==> src/rtl/battle_menu_ctrl_pkg.sv <==
// Shared definitions for the battle menu controller.
//
// Holds the move and FSM state enums, the scene and winner codes, the HID
// keycodes the menu reacts to, and two small helpers used when a round is
// resolved: the move-beats-move rule and the saturating hit-point subtract.
package battle_menu_ctrl_pkg;

    // Move encoding as shown by the menu cursor
    typedef enum logic [1:0] {
        MOVE_ROCK  = 2'd0,
        MOVE_CUT   = 2'd1,
        MOVE_PAPER = 2'd2,
        MOVE_RUN   = 2'd3
    } move_t;

    // Battle flow states
    typedef enum logic [2:0] {
        ST_IDLE,
        ST_SEL_A,
        ST_SEL_B,
        ST_EXEC,
        ST_RESOLVE,
        ST_DONE
    } state_t;

    // Scene codes driven to the renderer
    localparam logic [1:0] SCENE_OVERWORLD = 2'b01;
    localparam logic [1:0] SCENE_BATTLE    = 2'b10;

    // USB HID keycodes
    localparam logic [7:0] KEY_UP    = 8'h52;
    localparam logic [7:0] KEY_DOWN  = 8'h51;
    localparam logic [7:0] KEY_ENTER = 8'h28;

    // Winner codes
    localparam logic [1:0] WIN_NONE = 2'b00;
    localparam logic [1:0] WIN_A    = 2'b01;
    localparam logic [1:0] WIN_B    = 2'b10;

    // True when move x defeats move y (RUN never takes part in a round)
    function automatic logic beats(input move_t x, input move_t y);
        return (x == MOVE_ROCK  && y == MOVE_CUT)   ||
               (x == MOVE_CUT   && y == MOVE_PAPER) ||
               (x == MOVE_PAPER && y == MOVE_ROCK);
    endfunction

    // hp - dmg computed one bit wider so a borrow shows up in bit 4 and
    // clamps the result to zero
    function automatic logic [3:0] sat_sub(input logic [3:0] hp, input logic [3:0] dmg);
        logic [4:0] diff;
        diff = {1'b0, hp} - {1'b0, dmg};
        return diff[4] ? 4'd0 : diff[3:0];
    endfunction

endpackage

==> src/rtl/battle_menu_ctrl_key_edge_detect.sv <==
// Key event detector for the battle menu.
//
// Registers the previous keycode and raises press for one cycle when a
// nonzero keycode appears that differs from the last cycle's value, so a
// held key produces a single event.
//
// Ports:
//   Clk     - system clock
//   Reset   - synchronous active-high reset, clears the previous keycode
//   keycode - current HID keycode, 0 = no key
//   press   - one-cycle key event
//   code    - keycode belonging to the event
module key_edge_detect (
    input  logic       Clk,
    input  logic       Reset,
    input  logic [7:0] keycode,
    output logic       press,
    output logic [7:0] code
);

    logic [7:0] prev_keycode;

    // Remember last cycle's keycode so a held key is only reported once
    always_ff @(posedge Clk) begin
        if (Reset) begin
            prev_keycode <= 8'h00;
        end else begin
            prev_keycode <= keycode;
        end
    end

    assign press = (keycode != 8'h00) && (keycode != prev_keycode);
    assign code  = keycode;

endmodule

==> src/rtl/battle_menu_ctrl.sv <==
// Turn-based battle menu controller.
//
// Starts a battle on an encounter pulse, lets side A and then side B pick a
// move with UP/DOWN/ENTER, holds an execute banner for EXEC_FRAMES video
// frames, resolves the round and repeats until one side is knocked out or a
// side picks RUN. ENTER on the result screen returns to the overworld.
//
// Ports:
//   Clk, Reset  - clock and synchronous active-high reset
//   keycode     - current HID keycode, 0 = no key
//   encounter   - one-cycle pulse starting a battle (honoured in IDLE only)
//   frame_tick  - one-cycle pulse per video frame
//   scene       - 01 overworld, 10 battle
//   sel_A/sel_B - highlighted move for each side
//   turn        - 1 while side B is selecting
//   execute_on  - execute banner visible
//   hp_A/hp_B   - hit points
//   winner      - 00 none, 01 A, 10 B
//   battle_done - high on the result screen
module battle_menu_ctrl
    import battle_menu_ctrl_pkg::*;
#(
    parameter int HP_INIT     = 8,
    parameter int DMG         = 3,
    parameter int EXEC_FRAMES = 60
) (
    input  logic       Clk,
    input  logic       Reset,
    input  logic [7:0] keycode,
    input  logic       encounter,
    input  logic       frame_tick,
    output logic [1:0] scene,
    output logic [1:0] sel_A,
    output logic [1:0] sel_B,
    output logic       turn,
    output logic       execute_on,
    output logic [3:0] hp_A,
    output logic [3:0] hp_B,
    output logic [1:0] winner,
    output logic       battle_done
);

    localparam int         CNT_W   = (EXEC_FRAMES > 1) ? $clog2(EXEC_FRAMES) : 1;
    localparam logic [3:0] HP_LOAD = 4'(HP_INIT);
    localparam logic [3:0] DMG_4   = 4'(DMG);

    state_t           state;
    state_t           state_next;
    logic [CNT_W-1:0] frame_cnt;
    logic             frame_last;
    logic             key_press;
    logic [7:0]       key_code;
    logic             up_evt;
    logic             down_evt;
    logic             enter_evt;
    logic [3:0]       hp_a_res;
    logic [3:0]       hp_b_res;

    key_edge_detect u_key_edge_detect (
        .Clk     (Clk),
        .Reset   (Reset),
        .keycode (keycode),
        .press   (key_press),
        .code    (key_code)
    );

    assign up_evt     = key_press && (key_code == KEY_UP);
    assign down_evt   = key_press && (key_code == KEY_DOWN);
    assign enter_evt  = key_press && (key_code == KEY_ENTER);
    assign frame_last = (frame_cnt == CNT_W'(EXEC_FRAMES - 1));

    // Hit points after this round; only the loser takes damage, a tie
    // leaves both untouched. Used by RESOLVE for both the hp update and
    // the knockout decision.
    always_comb begin
        hp_a_res = hp_A;
        hp_b_res = hp_B;
        if (beats(move_t'(sel_B), move_t'(sel_A))) begin
            hp_a_res = sat_sub(hp_A, DMG_4);
        end
        if (beats(move_t'(sel_A), move_t'(sel_B))) begin
            hp_b_res = sat_sub(hp_B, DMG_4);
        end
    end

    // State register
    always_ff @(posedge Clk) begin
        if (Reset) begin
            state <= ST_IDLE;
        end else begin
            state <= state_next;
        end
    end

    // Next-state logic; locking RUN ends the battle without a round
    always_comb begin
        state_next = state;
        case (state)
            ST_IDLE: begin
                if (encounter) begin
                    state_next = ST_SEL_A;
                end
            end
            ST_SEL_A: begin
                if (enter_evt) begin
                    state_next = (sel_A == MOVE_RUN) ? ST_DONE : ST_SEL_B;
                end
            end
            ST_SEL_B: begin
                if (enter_evt) begin
                    state_next = (sel_B == MOVE_RUN) ? ST_DONE : ST_EXEC;
                end
            end
            ST_EXEC: begin
                if (frame_tick && frame_last) begin
                    state_next = ST_RESOLVE;
                end
            end
            ST_RESOLVE: begin
                state_next = (hp_a_res == 4'd0 || hp_b_res == 4'd0) ? ST_DONE : ST_SEL_A;
            end
            ST_DONE: begin
                if (enter_evt) begin
                    state_next = ST_IDLE;
                end
            end
            default: state_next = ST_IDLE;
        endcase
    end

    // Output decode from the state register only
    always_comb begin
        scene       = SCENE_BATTLE;
        turn        = 1'b0;
        execute_on  = 1'b0;
        battle_done = 1'b0;
        case (state)
            ST_IDLE:  scene       = SCENE_OVERWORLD;
            ST_SEL_B: turn        = 1'b1;
            ST_EXEC:  execute_on  = 1'b1;
            ST_DONE:  battle_done = 1'b1;
            default: ;
        endcase
    end

    // Datapath: cursors, hit points, winner and the banner frame counter.
    // Winner and hp keep their values through DONE and IDLE until the next
    // encounter reloads them.
    always_ff @(posedge Clk) begin
        if (Reset) begin
            sel_A     <= 2'd0;
            sel_B     <= 2'd0;
            hp_A      <= HP_LOAD;
            hp_B      <= HP_LOAD;
            winner    <= WIN_NONE;
            frame_cnt <= '0;
        end else begin
            case (state)
                ST_IDLE: begin
                    if (encounter) begin
                        sel_A  <= 2'd0;
                        sel_B  <= 2'd0;
                        hp_A   <= HP_LOAD;
                        hp_B   <= HP_LOAD;
                        winner <= WIN_NONE;
                    end
                end
                ST_SEL_A: begin
                    if (up_evt) begin
                        sel_A <= sel_A - 2'd1;
                    end else if (down_evt) begin
                        sel_A <= sel_A + 2'd1;
                    end else if (enter_evt && sel_A == MOVE_RUN) begin
                        winner <= WIN_NONE;
                    end
                end
                ST_SEL_B: begin
                    if (up_evt) begin
                        sel_B <= sel_B - 2'd1;
                    end else if (down_evt) begin
                        sel_B <= sel_B + 2'd1;
                    end else if (enter_evt) begin
                        frame_cnt <= '0;
                        if (sel_B == MOVE_RUN) begin
                            winner <= WIN_NONE;
                        end
                    end
                end
                ST_EXEC: begin
                    if (frame_tick && !frame_last) begin
                        frame_cnt <= frame_cnt + CNT_W'(1);
                    end
                end
                ST_RESOLVE: begin
                    hp_A <= hp_a_res;
                    hp_B <= hp_b_res;
                    if (hp_a_res == 4'd0) begin
                        winner <= WIN_B;
                    end else if (hp_b_res == 4'd0) begin
                        winner <= WIN_A;
                    end
                end
                default: ;
            endcase
        end
    end

endmodule
==> config.mk <==
export PLATFORM = sky130hd
export DESIGN_NAME = battle_menu_ctrl
export DESIGN_NICKNAME = d
export VERILOG_FILES = /design/src/rtl/battle_menu_ctrl_pkg.sv /design/src/rtl/battle_menu_ctrl_key_edge_detect.sv /design/src/rtl/battle_menu_ctrl.sv
export SDC_FILE = /design/constraint.sdc
export NUM_CORES = 1
export LEC_CHECK = 0
export ABC_CLOCK_PERIOD_IN_PS = 2400
export BUFFER_PORTS_ARGS = -buffer_cell sky130_fd_sc_hd__buf_2
export CAP_MARGIN = 20
export CORE_MARGIN = 3
export CORE_UTILIZATION = 50
export DETAILED_ROUTE_END_ITERATION = 8
export HOLD_SLACK_MARGIN = 0.03
export PLACE_DENSITY = 0.72
export SLEW_MARGIN = 20
export SYNTH_ARGS = -nofsm -noshare
export SYNTH_HDL_FRONTEND = slang
export SYNTH_SLANG_ARGS = --single-unit
==> constraint.sdc <==
create_clock -name Clk -period 2.4 [get_ports Clk]
set_clock_uncertainty 0.2 [all_clocks]
set_input_delay 0.48 -clock Clk [delete_from_list [all_inputs] [get_ports Clk]]
set_output_delay 0.48 -clock Clk [all_outputs]
set_load 0.05 [all_outputs]
Word level (Yosys, flattened, before mapping)
Index checks and enable logic that the tools add are counted.

Bits in registers: 31. Bits in latches: 0. Bits in writable memories: 0. Memory bits (read-only): 0. Logic and storage cells: 124. Memories kept: 0.

$add $sub $neg: 7. Multiply operators: 0. Divide/modulo/power cells: 0. $lt $le $gt $ge: 0. Equal/unequal tests: 31. Shift-type cells: 0. Muxes and demuxes: 42. Bitwise gates (word level): 0. Reduce and logical (&&, ||, !) cells: 36.

Operators with widths (count): 2-bit two-way mux (15); 3-bit two-way mux (8); 6-bit two-way mux (4); 2-bit inequality test (second input constant) (12); 4-bit two-way mux (5); 3-bit case mux with 6 select lines (1); 8-bit by 7-bit == test with 1-bit output (second input constant) (2); 4-bit case mux with 2 select lines (2); 1-bit logical AND (13); 6-bit case mux with 2 select lines (1); 10-bit AND reduction (1); 5-bit AND reduction (2); 4-bit by 2-bit subtractor with 5-bit output (second input constant) (2); 3-bit inequality test (second input constant) (3); 2-bit == test (second input constant) (4); 8-bit by 6-bit == test with 1-bit output (second input constant) (1); 4-bit logical NOT (2); 8-bit inequality test (1); 2-bit case mux with 2 select lines (2); 2-bit case mux with 4 select lines (1); 2-bit nonzero test (4); 8-bit nonzero test (1); 6-bit by 1-bit adder with 6-bit output (second input constant) (1); 3-bit by 2-bit == test with 1-bit output (second input constant) (2); 14 further kinds (26).

Longest topological paths before layout
Gate-level depths: netlist of the first run.

Word-level depth: 9. Gate-level depth with buffers: 8. Gate-level depth less buffers: 8.

Hierarchy
From an unflattened synthesis of the first run, not the netlist that was laid out.

Cell total of the unflattened synthesis: 247. Area, all modules: 2070.7 um2.

By module, submodules not included: battle_menu_ctrl (times used 1, cells each 210, area each 1697.9 um2, seq. area each 460.4 um2); key_edge_detect (times used 1, cells each 37, area each 372.9 um2, seq. area each 160.2 um2).

Least setup slack after synthesis of the first run
Ideal clock, no wire load.

Path kind: register -> register. Start: register sel_B[0]. End: register winner[0]. Arrival time: 2.317 ns. Required time: 2.085 ns. Slack: -0.232 ns. Cell stages (with the launch flop): 9. Buffers on the path: 0. Period minus slack after synthesis: 2.632 ns. Cells stage by stage: dfxtp_1 -> inv_1 -> ha_1 -> a222oi_1 -> nor2_1 -> a21o_1 -> a22oi_2 -> nor2b_1 -> o21a_1.

Cells in the longest elaborated chain, start to end: 8.

RTL lines: start: declaration (RTL line battle_menu_ctrl.sv:34) `output logic [1:0] sel_B,`; start signal: assignment (RTL line battle_menu_ctrl.sv:179) `sel_B <= sel_B - 2'd1;`; start signal: assignment (RTL line battle_menu_ctrl.sv:181) `sel_B <= sel_B + 2'd1;`; 2-bit by 1-bit == test with 1-bit output, or another cell as far along (RTL line battle_menu_ctrl_pkg.sv:42, battle_menu_ctrl_pkg.sv:43); 1-bit logical AND, on equally long branches (RTL line battle_menu_ctrl_pkg.sv:43, battle_menu_ctrl_pkg.sv:42); 1-bit logical OR (RTL line battle_menu_ctrl_pkg.sv:42) `return (x == MOVE_ROCK && y == MOVE_CUT) ||`; 1-bit logical OR (RTL line battle_menu_ctrl_pkg.sv:43) `(x == MOVE_CUT && y == MOVE_PAPER) ||`; 4-bit two-way mux, on equally long branches (RTL line battle_menu_ctrl.sv:78, battle_menu_ctrl.sv:81); 4-bit logical NOT, on equally long branches (RTL line battle_menu_ctrl.sv:197, battle_menu_ctrl.sv:199); 3-bit inequality test (no line) or 2-bit two-way mux (tied branches); 10-bit AND reduction (no line) or 2-bit case mux with 4 select lines (tied branches); end signal: assignment (RTL line battle_menu_ctrl.sv:185) `winner <= WIN_NONE;`; end signal: assignment (RTL line battle_menu_ctrl.sv:198) `winner <= WIN_B;`; end signal: assignment (RTL line battle_menu_ctrl.sv:200) `winner <= WIN_A;`; end: declaration (RTL line battle_menu_ctrl.sv:39) `output logic [1:0] winner,`.

Parallel ways exist; a longest one is shown, timed or not. A chain may end at the register's enable or synchronous reset.

Worst setup path in the final report of the first run
Start: register state[2]. End: output battle_done.

Cells in the longest elaborated chain, start to end: 2.

RTL lines: start: declaration (RTL line battle_menu_ctrl.sv:47) `state_t state;`; start signal: assignment (RTL line battle_menu_ctrl.sv:91) `state <= state_next;`; 3-bit == test (RTL line battle_menu_ctrl.sv:137) `case (state)`; 1-bit two-way mux (RTL line battle_menu_ctrl.sv:137); end: declaration (RTL line battle_menu_ctrl.sv:40) `output logic battle_done`.

Every way passes these cells.

==> results.yml, run 1 <==
worst_setup_path:
  worst-r2r-cell-count: 9
  reg2reg_to: "winner[1]"
  path_cells: "inv_1 -> nor2_1 -> buf_2"
  endpoint_kind: "output port"
  rrSetupSlack_ns: 0.18
  path_class: "reg -> out"
  r2r-start: "sel_A[1]"
  critPathTopFamily: "flip-flops"
  crit_path_max_fanout: 13
  startpoint_type: "flip-flop"
  slowest_delay_ns: 0.58
  required_ns: 1.72
  cp.depth: 3
  cp_slowest_cell: "dfxtp_1"
  critPathArrivalTime_ns: 1.58
  worstPathBufferInverterCount: 2
power_and_ir_drop:
  switchingPower_mw: 0.412
  p_seq_share_pct: 44.3
  comb_power_share_pct: 22.1
  pwr-share-clk_pct: 33.6
  p_leak_nw: 0.981
  p_sw_share_pct: 33.0
  p_int_mw: 0.835
  total_power_mw: 1.25
  p_per_area_nw_per_um2: 519
  irDropWorstVdd_v: 0.000324
flow_run:
  max-cap-violations: 0
yosys:
  syn_nets: 276
  postSynth.asyncResetShare_pct: 0
  synth_edf_count: 0
  synth_area_um2: 2040
  synth-seq-cells: 31
  synth_cell_type_count: 52
  yosysTopAreaCellShare_pct: 30.4
  synth_area_leaders: "dfxtp_1 30%, ha_1 6.7%, nor2_1 5.2%, a21oi_1 4.2%, o21ai_0 3.7%"
  ys_warn_count: 0
  synth_cells: 253
  syn_area_per_cell_um2: 8.07
  synth_commonest_cells: "31 x dfxtp_1, 28 x nor2_1, 19 x nand2_1"
  synth-main-ff-cell: "dfxtp_1"
  synth.most_common_cell: "dfxtp_1"
  ys_seq_area_share_pct: 30.4
  yosys.area.top_type: "dfxtp_1"
routing:
  vias: 1953
  drt_pass1_iterations: 6
  drc: 0
  dr.max_layer_used: "met4"
  ant_nets: 0
  dr_wl_met2_um: 2090
  wl_per_cell_um: 13.9
  drtIter0Drc: 120
  wl_met3_um: 197
  routed_wirelength_um: 4750
  m1WireLength_um: 2380
  viasPerCell: 5.71
placement:
  place_hpwl_um: 3460
  place_congestion: 0.860
  io_buffers: 30
  post_dp_cell_area_um2: 2310
worst_hold_path:
  hold-path-cell-count: 2
  hold_path_end: "u_key_edge_detect.prev_keycode[7]"
  min_path_type: "in -> reg"
  worstHoldStart: "keycode[7]"
clock_tree:
  cts_tree: "built"
  cts_hold_buf: 0
  post-cts-setup-buffer-count: 0
  insertion_delay_ns: 0.29
  cts_max_level: 2
  cts_buffer_depth: 2
  cts_resized: 0
  cts_root_buffer: "clkbuf_8"
  numCtsBuffers: 5
  cts.sinks: 31
  path_clk_slew_ns: 0.07
floorplanning:
  fp.dieH_um: 69.9
  io_pins: 31
  core-area_um2: 3800
  rows: 22
  dieArea_um2: 4880
  die_width_um: 69.9
  start_util_pct: 53.7
final_layout:
  final_layout_size_suffix_gt1_share_pct: 20.7
  area_growth_pct: 17.8
  nets: 316
  post-route-util_pct: 63.3
  nFillCells: 348
  design_area_um2: 2400
  n_antenna_cell: 0
sta:
  worstMarginPinSlew_ns: 0.608
  period_minus_slack_ns: 2.26
  final-hold-violation-count: 0
  slew_headroom_pct: 59.1
  drv_slew: 0
  finalSetupViolations: 0
  fmax_ghz: 0.442
  rsz0062_at_grt: "no"
  setup_tns_ns: 0
  fin_crit_sh_pct: 94.3
global_routing:
  grt_pass1_vias: 1805
  grt_start_max_net_pins: 20
  antenna_found_initial: 0
  grt_pass1_wl_um: 8270
  grt_usage_pct: 20.7
  grt_remaining_overflow: 0
run_status:
  status: "finished clean"
cells in the final DEF (no fill, tap or decap), drive strengths merged, types with 5 or more instances in the layout:
cell,instances
xor2,6
nand2,19
inv,12
a21oi,17
a21o,5
mux2i,5
clkbuf,5
nand3,7
nor2b,11
buf,42
o21ai,16
nand2b,8
ha,11
nor2,28
nor3,11
dfxtp,31
layout make-up:
cell class	instances	area, µm²	share of cell area [%]
Timing Repair Buffer	42	240	9.99
Sequential cell	31	629	26.2
Clock buffer	5	68.8	2.86
Inverter	11	41.3	1.72
Tap cell	48	60.1	2.50
Clock inverter	3	18.8	0.781
Multi-Input combinational cell	202	1350	56.0
power by group through the flow:
stage | Sequential (mW) | Clock [mW] | Combinational, mW
6_report | 0.552 | 0.419 | 0.275
5_1_grt | 0.556 | 0.458 | 0.303
4_1_cts | 0.550 | 0.431 | 0.273
3_5_place_dp | 0.562 | 0 | 0.272
3_3_place_gp | 0.562 | 0 | 0.269
2_1_floorplan | 0.560 | 0 | 0.195
cell families after synthesis:
family | after synthesis | synth area share [%]
xor gates and xnor gates | 10 | 4.29
muxes | 5 | 2.45
adders and majority gates | 11 | 6.74
and+or+nand+nor | 104 | 27.0
AOI/OAI and AO/OA | 72 | 25.3
DFF | 31 | 30.4
buffers and inverters | 20 | 3.80
flip-flops by register name (all words and copies together), names as in the netlist:
signal / cells
hp_A: 4
hp_B: 4
u_key_edge_detect.prev_keycode: 8
sel_A: 2
state: 3
sel_B: 2
winner: 2
frame_cnt: 6
through the flow:
stage               cells  hold WS, ns  setup WS (ns)
floorplan             253        0.247        0.00114
detailed placement    334        0.271         0.0504
CTS                   342        0.235         0.0688
global placement      334        0.268         0.0838
global route          342        0.250        0.00939
finish                342        0.240          0.136
how the worst max path moves through the flow:
| stage | startpoint | to | slack [ns] |
|---|---|---|---|
| final | state[2] | battle_done | 0.14 |
| after global routing | sel_B[0] | winner[1] | 0.009 |
| after CTS | state[0] | scene[0] | 0.07 |
| after detailed placement | keycode[5] | sel_A[0] | 0.05 |
| after global placement | keycode[5] | sel_A[0] | 0.08 |
| after floorplan | sel_A[1] | winner[0] | 0.001 |
layer usage:
metal	up-vias	GRT usage [%]
li1	1012	-
met2	43	30.5
met5	-	0
met3	10	5.47
met4	0	8.30
met1	888	28.5
Power figures use the tool's default switching activity.
==> run 2, diff against run 1 <==
- CELL_PAD_IN_SITES_DETAIL_PLACEMENT: default -> 1
- CELL_PAD_IN_SITES_GLOBAL_PLACEMENT: default -> 2
- CORE_UTILIZATION: 50 -> 33
- HOLD_SLACK_MARGIN: 0.03 -> 0.1
- PLACE_DENSITY: 0.72 -> default
- PLACE_DENSITY_LB_ADDON: default -> 0.1
==> run 2 against run 1 <==
  * Sequential share of layout area decreased by 0.55 points
  * Combinational power is 7.6% higher
  * Global-route usage down 3.8 points
  * Critical path type unchanged
  * Clock power shrank 7.2%
  * Sequential power hardly changed
  * Count of clock-buffer cells in the layout is 2 higher
  * Highest routed layer unchanged
  * Critical endpoint is now execute_on
  * Fmax fell by 1.1%
  * First-iteration DRC count shrank 40%
  * Worst hold slack improved by 0.023 ns
  * Die area up 47%
==> results.yml, run 2 (synthesized netlist as in run 1, its figures left out) <==
routing:
  routed_wirelength_um: 5750
  ant_nets: 0
  drt_pass1_iterations: 5
  drtIter0Drc: 72
  vias: 2013
  drc: 0
  wl_per_cell_um: 15.5
  viasPerCell: 5.43
clock_tree:
  path_clk_slew_ns: 0.06
  cts_root_buffer: "clkbuf_8"
  cts_tree: "built"
  cts.sinks: 31
  cts_max_level: 2
  insertion_delay_ns: 0.28
  numCtsBuffers: 5
  cts_buffer_depth: 2
  post-cts-setup-buffer-count: 0
final_layout:
  largestRegisters: "u_key_edge_detect.prev_keycode x8, frame_cnt x6"
  regMostFlops: "u_key_edge_detect.prev_keycode"
  n_antenna_cell: 0
  nets: 319
  final_common_cell: "buf_2"
  most-common-layout-cells: "29 x buf_2, 27 x nor2_1, 27 x dfxtp_1"
  nFillCells: 757
  area_growth_pct: 20.0
  final_layout_size_suffix_gt1_share_pct: 20.6
  largest_reg_flops: 8
worst_setup_path:
  startpoint_type: "flip-flop"
  critPathArrivalTime_ns: 1.61
  required_ns: 1.72
  path_class: "reg -> out"
  worstPathBufferInverterCount: 2
  slowest_delay_ns: 0.57
  crit_path_max_fanout: 12
  critPathTopFamily: "flip-flops"
  endpoint_kind: "output port"
  path_cells: "and3b_1 -> buf_4 -> buf_2"
  cp_slowest_cell: "dfxtp_1"
power_and_ir_drop:
  p_per_area_nw_per_um2: 504
  p_leak_nw: 0.987
  irDropWorstVdd_v: 0.000233
  total_power_mw: 1.24
flow_run:
  max-cap-violations: 0
sta:
  rsz0062_at_grt: "no"
  finalSetupViolations: 0
  hold_slack_ns: 0.263
  slew_headroom_pct: 61.9
  timing.final.ws_setup_ns: 0.110
  final-hold-violation-count: 0
  fmax_ghz: 0.437
  worstMarginPinSlew_ns: 0.564
  period_minus_slack_ns: 2.29
  fin_crit_sh_pct: 95.4
  setup_tns_ns: 0
  drv_slew: 0
placement:
  place_congestion: 0.768
  place_hpwl_um: 4370
  io_buffers: 30
  pre_cts_slack_ns: -0.0386
global_routing:
  antenna_found_initial: 0
  grt_remaining_overflow: 0
  grt_pass1_vias: 1979
  grt_usage_pct: 16.9
  grt_pass1_wl_um: 9740
  grt_start_max_net_pins: 31
worst_hold_path:
  min_path_type: "in -> reg"
run_status:
  status: "finished clean"
floorplanning:
  rows: 28
  io_pins: 31
  start_util_pct: 34.3
  core-area_um2: 5960
  dieArea_um2: 7160
  die_width_um: 84.6
  fp.dieH_um: 84.6
run 2: worst register-to-register path, stage by stage (launching register included):
cell and delay (ns):
dfxtp_4 0.37, inv_1 0.06, ha_1 0.22, a222oi_1 0.34
buf_4 0.20, nor2_1 0.07, a21o_1 0.17, a22oi_2 0.20
nor2b_1 0.07, o21a_1 0.16
run 2: per-layer routing:
metal  GRT usage [%]  routed length [µm]
met1            21.0                2700
met2            29.5                2800
met3            3.24                 196
met4            4.75                  63
met5               0                   0
run 2: final timing paths:
| path | depth (start not counted) | slack [ns] | to | start |
|---|---|---|---|---|
| setup / recovery | 3 | 0.11 | execute_on | state[0] |
| hold / removal | 2 | 0.26 | u_key_edge_detect.prev_keycode[7] | keycode[7] |
| setup reg to reg | 9 | 0.23 | winner[0] | sel_B[0] |
| hold reg to reg | 1 | 0.28 | winner[0] | winner[0] |
run 2: cell type report:
cell class / instances / area [µm²] / area share (%)
inverter: 11 / 41.3 / 1.69
sequential: 31 / 628 / 25.6
timing repair buffer: 45 / 265 / 10.8
multi-input combinational: 202 / 1350 / 54.9
tap: 75 / 93.8 / 3.83
clock buffer: 7 / 76.3 / 3.12
run 2: what timing repair did:
action | CTS | global route
endpoints found under the setup margin | 2 | 1
hold buffers | 0 | 0
resized for setup | 2 | 1
gates cloned | 0 | 0
pin swaps | 0 | 0
run 2: per-stage QoR:
step | util [%] | instances | instance area (µm²)
after CTS | 41.1 | 371 | 2450
after global placement | 39.8 | 364 | 2370
final | 41.1 | 371 | 2450
after detailed placement | 39.8 | 364 | 2370
after floorplan | - | 253 | 2050
after global routing | 41.1 | 371 | 2450
run 2: power by group:
part           internal [mW]  leakage [nW]  switching, mW
registers              0.529         0.255         0.0215
logic                  0.112         0.694          0.184
clock network          0.199        0.0383          0.190
